===== src/rtl/mips32_pkg.sv =====
// Shared definitions for the pipe_MIPS32 post-run helpers.
package mips32_pkg;

   localparam int unsigned REG_COUNT  = 32;
   localparam int unsigned DATA_W     = 32;
   localparam int unsigned REG_ADDR_W = 5;

   typedef enum logic [1:0] {
      IDLE = 2'd0,
      READ = 2'd1,
      SEND = 2'd2,
      DONE = 2'd3
   } dump_state_t;

endpackage


===== src/rtl/mips32_reg_dump.sv =====
// Post-run register-bank reader: on a rising HALTED it walks R0..R(NUM_REGS-1)
// through one register-file read port and streams {index, value} over valid/ready.
module mips32_reg_dump
   import mips32_pkg::*;
#(
   parameter int unsigned NUM_REGS = mips32_pkg::REG_COUNT,
   parameter int unsigned DATA_W   = mips32_pkg::DATA_W,
   parameter int unsigned ADDR_W   = mips32_pkg::REG_ADDR_W
) (
   input  logic              clk1,
   input  logic              rst,
   input  logic              halted,
   output logic [ADDR_W-1:0] rf_rd_addr,
   input  logic [DATA_W-1:0] rf_rd_data,
   output logic              out_valid,
   input  logic              out_ready,
   output logic [DATA_W-1:0] out_data,
   output logic [ADDR_W-1:0] out_idx,
   output logic              busy,
   output logic              done
);

   localparam logic [ADDR_W-1:0] LAST_IDX = ADDR_W'(NUM_REGS - 1);

   dump_state_t       state;
   logic [ADDR_W-1:0] idx;
   logic              halted_q;
   logic              halt_rise;

   assign halt_rise  = halted & ~halted_q;
   assign rf_rd_addr = idx;

   // Dump sequencer; a falling HALTED during READ/SEND aborts without raising done.
   always_ff @(posedge clk1 or posedge rst) begin
      if (rst) begin
         state     <= IDLE;
         idx       <= '0;
         halted_q  <= 1'b0;
         out_valid <= 1'b0;
         out_data  <= '0;
         out_idx   <= '0;
         busy      <= 1'b0;
         done      <= 1'b0;
      end else begin
         halted_q <= halted;
         case (state)
            IDLE: begin
               if (halt_rise) begin
                  state <= READ;
                  idx   <= '0;
                  busy  <= 1'b1;
               end
            end
            READ: begin
               if (!halted) begin
                  state     <= IDLE;
                  idx       <= '0;
                  out_valid <= 1'b0;
                  busy      <= 1'b0;
               end else begin
                  out_data  <= rf_rd_data;
                  out_idx   <= idx;
                  out_valid <= 1'b1;
                  state     <= SEND;
               end
            end
            SEND: begin
               if (!halted) begin
                  state     <= IDLE;
                  idx       <= '0;
                  out_valid <= 1'b0;
                  busy      <= 1'b0;
               end else if (out_ready) begin
                  out_valid <= 1'b0;
                  if (idx == LAST_IDX) begin
                     state <= DONE;
                     done  <= 1'b1;
                     busy  <= 1'b0;
                  end else begin
                     idx   <= idx + ADDR_W'(1);
                     state <= READ;
                  end
               end
            end
            DONE: begin
               if (!halted) begin
                  state <= IDLE;
                  done  <= 1'b0;
                  idx   <= '0;
               end
            end
            default: begin
               state     <= IDLE;
               idx       <= '0;
               out_valid <= 1'b0;
               busy      <= 1'b0;
               done      <= 1'b0;
            end
         endcase
      end
   end

endmodule


===== config.mk =====
export PLATFORM = sky130hd
export DESIGN_NAME = mips32_reg_dump
export DESIGN_NICKNAME = d
export VERILOG_FILES = /design/src/rtl/mips32_pkg.sv /design/src/rtl/mips32_reg_dump.sv
export SDC_FILE = /design/constraint.sdc
export NUM_CORES = 1
export LEC_CHECK = 0
export ABC_AREA = 1
export BUFFER_PORTS_ARGS = -buffer_cell sky130_fd_sc_hd__buf_2
export CAP_MARGIN = 40
export CORE_UTILIZATION = 24
export DETAILED_ROUTE_END_ITERATION = 6
export GPL_ROUTABILITY_DRIVEN = 0
export GPL_TIMING_DRIVEN = 0
export SLEW_MARGIN = 25
export SYNTH_ARGS = -nofsm -noshare
export SYNTH_HDL_FRONTEND = slang
export SYNTH_SLANG_ARGS = --single-unit

===== constraint.sdc =====
create_clock -name clk1 -period 2.2 [get_ports clk1]
set_clock_uncertainty 0.15 [all_clocks]
set_input_delay 0.11 -clock clk1 [delete_from_list [all_inputs] [get_ports clk1]]
set_output_delay 0.11 -clock clk1 [all_outputs]
set_load 0.05 [all_outputs]

==> impl_metrics.toml, run 1 <==
[worst_setup_path]
r2r.worst_path.cells = 9
end_kind = "flip-flop"
endpoint = "rf_rd_addr[1]"
path_class = "reg -> reg"
critPathRequiredTime_ps = 2290
start_kind = "flip-flop"
rr_endpoint = "rf_rd_addr[1]"
arrival_ps = 1980
cp_max_fo = 6
setup.worst_path.start = "rf_rd_addr[0]"
r2r_start = "rf_rd_addr[0]"
ff2ff_setup_slack_ps = 300

[sta]
tns_ps = 0
min_period_over_period_pct = 86.2
post-route-min-period_ps = 1900
rsz0062_at_grt = "false"
finalMaxSlewViolations = 0
setup_violations = 0
max_freq_mhz = 527
hold_violations = 0
tightest_slew_ps = 608
timing.hold.ws_ps = 293
timing.slew.headroom_pct = 59.5

[synth]
synth-seq-cells = 48
syn_nets = 207
seq_area_frac_synth_pct = 55.0
ys_types = 17
ys_warn_count = 0
synthesis.area_um2 = 2180
syn_inst = 164
avgSynthCellArea_um2 = 13.3

[min_path]
hp-class = "in -> async"

[cts]
clockBufferDepth = 2
postCtsSetupBuffers = 0
cts_root_buf = "clkbuf_8"
ctsHoldBuffers = 35
clock_latency_ps = 290
tritoncts = "built"
path_clk_slew_ps = 90
ctsResizeCount = 0
clock_sinks = 48
cts_buffers = 5
cts_max_level = 2

[layout]
diodes = 0
stdcell_area_um2 = 3170
drive_above_1_share_pct = 46.0
syn_to_final_growth_pct = 45.2
n_fill_cell = 872
final_core_util_pct = 36.2
final_nets = 329

[floorplan]
ioPinCount = 81
die_y_um = 97.4
die_w_um = 97.4
start_util_pct = 24.9
dieArea_um2 = 9480
num_rows = 34
coreArea_um2 = 8760

[detailed_routing]
drt-initial-drc-count = 26
routedWlPerCell_um = 12.6
viasPerCell = 4.08
first_pass_iters = 4
vias = 1604
wl_um = 4970
drc = 0
antenna_left = 0

[pwr]
power_uw = 4820
p_leak_uw = 0.00170
powerDensity_nw_per_um2 = 1520
ir_worst_vdd_v = 0.000710

[grt]
antenna_found_initial = 0
grt_pass1_vias = 1632
grt_pass1_wl_um = 8080
grtUsageTotal_pct = 10.7
grt_max_degree = 49
grt.overflow.total = 0

[outcome]
status = "finished clean"

[placed_design]
place_area_um2 = 2720
port_buffers = 80
hpwl_um = 3210

[run]
cap_violations = 0
-- report_power, final --
| part | internal [uW] | leakage, uW | switching, uW |
|---|---|---|---|
| registers | 1240 | 0.000591 | 194 |
| logic | 971 | 0.00106 | 1810 |
| clock network | 327 | 0.0000501 | 284 |
| total | 2530 | 0.00170 | 2280 |
-- cell type report --
class	instances	area (um^2)	area share [%]
Timing Repair Buffer	115	751	23.7
Multi-Input combinational cell	99	880	27.8
Clock inverter	1	30.0	0.947
Sequential cell	48	1200	37.9
Tap cell	108	135	4.26
Inverter	12	47.5	1.50
Clock buffer	5	68.8	2.17
Buffer	5	56.3	1.78
-- critical path, cell delays in order, from the launching register on --
cell and delay [ps]:
dfrtp_1 440, ha_1 230, nand2_1 80, nor2_1 50
ha_1 190, nand3_1 170, o21ai_2 80, nor2_1 240
nand3_1 130, nand2_1 70
-- synthesized netlist by cell type --
| master | count | share of area, % |
|---|---|---|
| o21ai_2 | 1 | 0.40 |
| o21ai_1 | 1 | 0.23 |
| o31ai_1 | 2 | 0.69 |
| ha_1 | 7 | 4.0 |
| dfrtp_1 | 48 | 55 |
| buf_6 | 5 | 2.6 |
| inv_1 | 12 | 2.1 |
| nand2_2 | 1 | 0.29 |
| or2_2 | 1 | 0.29 |
| o21ai_0 | 6 | 1.4 |
| nor2_1 | 6 | 1.0 |
| nand2_4 | 1 | 0.52 |
| a21o_1 | 1 | 0.34 |
| nand2_1 | 27 | 4.6 |
| mux2_4 | 35 | 24 |
| nand3_1 | 8 | 1.8 |
| nand4_1 | 2 | 0.57 |
-- how the worst min path moves through the flow --
stage,startpoint,end,slack (ps)
6_report,rst,out_data[20],290
2_1_floorplan,halted,halted_q,-9
5_1_grt,halted,halted_q,310
4_1_cts,rst,out_data[20],310
3_5_place_dp,rst,out_data[18],100
3_3_place_gp,halted,halted_q,100
-- flip-flops by register name, summed over array words and instances (netlist names) --
name	cells
busy	1
done	1
halted_q	1
out_data	32
out_idx	5
out_valid	1
rf_rd_addr	5
state	2
-- cell usage in the layout (no fill, tap or decap) --
master         count
buf_2             80
dfrtp_1           48
mux2_4            35
dlygate4sd3_1     35
nand2_1           27
inv_1             11
nand3_1            8
ha_1               7
nor2_1             6
o21ai_0            6
buf_6              5
clkbuf_8           5
o31ai_1            2
nand4_1            2
nand2_4            1
a21o_1             1
o21ai_1            1
inv_4              1
o21ai_2            1
nand2_2            1
or2_2              1
bufinv_16          1
-- metrics by stage --
step / worst slack, ps / cells
finish: 304 / 393
CTS: 308 / 393
detailed placement: 332 / 352
global placement: 75.4 / 352
global route: 170 / 393
floorplan: 251 / 164
-- kinds of logic after synthesis --
| kind of cell | Yosys count | share of synthesized area, % |
|---|---|---|
| fa+ha+maj | 7 | 4.01 |
| flops | 48 | 55.0 |
| buf+inv | 17 | 4.64 |
| simple gates | 46 | 9.17 |
| compound gates | 11 | 3.04 |
| mux | 35 | 24.1 |
-- metal layers --
layer,vias to the layer above,GRT usage (%),routed length [um]
met5,-,0,0
li1,785,-,-
met1,763,13.7,2240
met2,56,18.2,2500
met3,0,2.81,236
met4,0,2.38,0
(Power assumes the default switching activity.)
==> run 2, diff against run 1 <==
- MAX_ROUTING_LAYER: unset -> met4
- clock period: 2.2 -> 2.3 ns (I/O delays scaled with it)
==> impl_metrics.toml, run 2 (same netlist as run 1, synthesis figures left out) <==
[detailed_routing]
routedWlPerCell_um = 12.7
drc = 0
antenna_left = 0
wl_um = 4970
vias = 1605
first_pass_iters = 4
viasPerCell = 4.08
drt-initial-drc-count = 30

[floorplan]
ioPinCount = 81
die_w_um = 97.4
num_rows = 34
die_y_um = 97.4
dieArea_um2 = 9480
start_util_pct = 24.9
coreArea_um2 = 8760

[cts]
clock_sinks = 48
postCtsSetupBuffers = 0
cts_max_level = 2
cts_root_buf = "clkbuf_8"
path_clk_slew_ps = 90
clockBufferDepth = 2
tritoncts = "built"
cts_buffers = 5
clock_latency_ps = 290

[grt]
grt.overflow.total = 0
antenna_found_initial = 0
grtUsageTotal_pct = 11.0
grt_pass1_wl_um = 8070
grt_pass1_vias = 1633
grt_max_degree = 49

[layout]
layout_common_cells = "buf_2, dfrtp_1, mux2_4, dlygate4sd3_1, nand2_1"
layout_commonest_cell = "buf_2"
largest_reg_flops = 32
drive_above_1_share_pct = 46.0
final_nets = 329
n_fill_cell = 872
diodes = 0
instances_no_fill = 393
syn_to_final_growth_pct = 45.2
largest_register = "out_data"

[pwr]
power_uw = 4610
powerDensity_nw_per_um2 = 1450
p_leak_uw = 0.00170
ir_worst_vdd_v = 0.000679

[worst_setup_path]
critPathRequiredTime_ps = 2390
cp_max_fo = 6
start_kind = "flip-flop"
arrival_ps = 1980
end_kind = "flip-flop"
path_class = "reg -> reg"

[run]
cap_violations = 0

[placed_design]
port_buffers = 80
hpwl_um = 3210
placed_cells = 352

[sta]
post-route-min-period_ps = 1900
tightest_slew_ps = 608
timing.slew.headroom_pct = 59.5
max_freq_mhz = 527
setup_violations = 0
min_period_over_period_pct = 82.4
timing.hold.ws_ps = 298
tns_ps = 0
finalMaxSlewViolations = 0
hold_violations = 0
rsz0062_at_grt = "false"

[outcome]
status = "finished clean"

[min_path]
hp-class = "in -> async"
run 2: cell counts in the layout (fill, tap and decap cells not counted):
Identical to the previous run, type by type.
run 2: critical path: stages (launching register included):
cell,delay [ps]
dfrtp_1,440
ha_1,230
nand2_1,80
nor2_1,50
ha_1,190
nand3_1,170
o21ai_2,80
nor2_1,240
nand3_1,130
nand2_1,70
run 2: area by class of cell:
type / count / area, um^2 / share of cell area (%)
clock buffers: 5 / 68.8 / 2.17
plain buffers: 5 / 56.3 / 1.78
inverters: 12 / 47.5 / 1.50
repair buffers: 115 / 751 / 23.7
well taps: 108 / 135 / 4.26
multi-input cells: 99 / 880 / 27.8
clock inverters: 1 / 30.0 / 0.947
flip-flops and latches: 48 / 1200 / 37.9
run 2: report_power, final:
group          internal (uW)  leakage (uW)  switching, uW
Sequential              1180      0.000591            186
Combinational            929       0.00106           1730
Clock                    313     0.0000501            272
Total                   2420       0.00170           2190
run 2: timing repair:
action,CTS,global route
hold buffers,35,0
hold endpoints to repair,82,0
resized for setup,0,0
run 2: worst paths after layout:
path,start,endpoint,slack (ps),depth (start not counted)
worst max-delay path,rf_rd_addr[0],rf_rd_addr[1],400,9
worst min-delay path,rst,out_data[20],300,3
worst max register to register,rf_rd_addr[0],rf_rd_addr[1],400,9
worst min register to register,out_idx[0],out_idx[0],340,2
max in group asynchronous,rst,out_data[5],1290,3
min in group clk1,halted,halted_q,330,2
run 2: through the flow:
step | cell area (um^2) | setup WS [ps] | utilization, %
finish | 3170 | 404 | 36.2
global route | 3170 | 271 | 36.2
CTS | 3170 | 408 | 36.2
detailed placement | 2720 | 432 | 31.0
global placement | 2720 | 170 | 31.0
floorplan | 2180 | 351 | -
run 2: layer usage:
layer	part of all wire, %	track usage, %	up-vias
met3	4.7	2.81	0
met5	0	-	-
li1	-	-	785
met1	45	13.7	764
met2	50	18.3	56
met4	0	2.38	0
==> run 3, diff against run 2 <==
- clock period: 2.3 -> 1.8 ns (I/O delays scaled with it)
==> impl_metrics.toml, run 3 (same netlist as run 1, synthesis figures left out) <==
[outcome]
status = "finished clean"

[layout]
largest_register = "out_data"
final_core_util_pct = 37.2
drive_above_1_share_pct = 49.7
layout_commonest_cell = "buf_2"
layout_common_cells = "buf_2, dfrtp_1, mux2_4, dlygate4sd3_1, nand2_1"
syn_to_final_growth_pct = 49.2
stdcell_area_um2 = 3260
largest_reg_flops = 32
final_nets = 334
n_fill_cell = 858
diodes = 0

[sta]
timing.hold.ws_ps = 224
setup_violations = 0
min_period_over_period_pct = 92.3
tightest_slew_ps = 500
max_freq_mhz = 602
tns_ps = 0
timing.slew.headroom_pct = 66.6
hold_violations = 0
finalMaxSlewViolations = 0
post-route-min-period_ps = 1660

[pwr]
powerDensity_nw_per_um2 = 1800
power_uw = 5850
clkPwrFrac_pct = 11.0
p_leak_uw = 0.00171
netSwitchingFraction_pct = 48.7
p_int_uw = 3000
p_comb_share_pct = 59.0
p_sw_uw = 2850
ir_worst_vdd_v = 0.000718
p_seq_share_pct = 30.0

[grt]
grt_pass1_vias = 1676
grt_max_degree = 28
grt.overflow.total = 0
grtUsageTotal_pct = 11.3
grt_pass1_wl_um = 8230
antenna_found_initial = 0

[cts]
path_clk_slew_ps = 100
clock_sinks = 48
cts_buffers = 5
cts_max_level = 2
tritoncts = "built"
clockBufferDepth = 2
cts_root_buf = "clkbuf_8"
clock_latency_ps = 310

[worst_setup_path]
cp_max_fo = 6
setup.worst_path.start = "rf_rd_addr[0]"
r2r_start = "rf_rd_addr[0]"
path_class = "reg -> reg"
start_kind = "flip-flop"
crit_top_cell = "nand2_1"
crit_chain = "ha_4, nand2_1, nor2_1, ha_2, nand3_4, o21ai_4, inv_1, nand2_2, nand2_1, o21ai_0"
critPathRequiredTime_ps = 1890
arrival_ps = 1750
slowest_delay_ps = 430
end_kind = "flip-flop"
slowest_stage = "dfrtp_2"

[detailed_routing]
vias = 1669
antenna_left = 0
drc = 0
drt-initial-drc-count = 30
viasPerCell = 4.17
wl_um = 5200
first_pass_iters = 4
routedWlPerCell_um = 13.0

[floorplan]
ioPinCount = 81
start_util_pct = 24.9
die_w_um = 97.4
die_y_um = 97.4
dieArea_um2 = 9480
coreArea_um2 = 8760
num_rows = 34

[run]
cap_violations = 0

[placed_design]
place_area_um2 = 2740
hpwl_um = 3300
port_buffers = 80

[min_path]
hp-class = "in -> async"
==> run 3: cell types whose count changed in the layout (fill, tap and decap cells not counted), sizes merged <==
cell / before / now
buf: 85 / 90
bufinv: 1 / 0
clkbuf: 5 / 6
clkinv: 0 / 1
clkinvlp: 0 / 1
==> run 3: power groups by stage <==
stage	Clock [uW]	Combinational, uW	Sequential (uW)
CTS	672	3440	1750
global placement	0	3330	1740
global route	726	3650	1810
floorplan	0	1240	3190
detailed placement	0	3360	1760
finish	642	3450	1750
==> run 3: final cells by class <==
| type | instances | area (um^2) | area share [%] |
|---|---|---|---|
| buffer | 5 | 56.3 | 1.73 |
| clock buffer | 6 | 72.6 | 2.23 |
| clock inverter | 2 | 12.5 | 0.384 |
| inverter | 12 | 45.0 | 1.38 |
| multi-input combinational | 99 | 930 | 28.6 |
| sequential | 48 | 1200 | 37.0 |
| tap | 108 | 135 | 4.15 |
| timing repair buffer | 120 | 801 | 24.6 |
==> run 3: worst paths after layout <==
check	end	slack, ps	depth (start not counted)
min in group clk1	halted_q	290	2
min	out_data[7]	220	3
min reg2reg	out_idx[0]	350	2
max reg2reg	rf_rd_addr[2]	140	10
max	rf_rd_addr[2]	140	10
max in group asynchronous	out_data[21]	750	4
==> run 3: worst max-delay path, delay by kind of cell, from the launching register on <==
family / cells / cell delay (ps)
AND/OR/NAND/NOR: 5 / 440
flip-flops: 1 / 430
buffers and inverters: 1 / 60
AO/OA/AOI/OAI: 2 / 140
adder cells (fa/ha/maj): 2 / 370
==> run 3: repair_timing <==
action	in CTS	in global routing
setup endpoints to repair	4	8
pin swaps	1	3
resized for setup	2	8
setup buffers	0	4
hold buffers	35	0
endpoints found under the hold margin	55	0
==> run 3: metrics by stage <==
step / cells / setup slack [ps]
floorplan: 164 / 3.82
global placement: 352 / -419
detailed placement: 353 / -77.2
CTS: 396 / 43.7
global route: 400 / -5.10
finish: 400 / 139
==> run 3: metal layers <==
| layer | share of wire (%) | vias to the layer above | global-route usage, % |
|---|---|---|---|
| met5 | 0 | - | - |
| met1 | 45 | 796 | 13.7 |
| met4 | 0.60 | 0 | 2.83 |
| met3 | 5.0 | 4 | 3.02 |
| met2 | 49 | 72 | 18.9 |
| li1 | - | 797 | - |
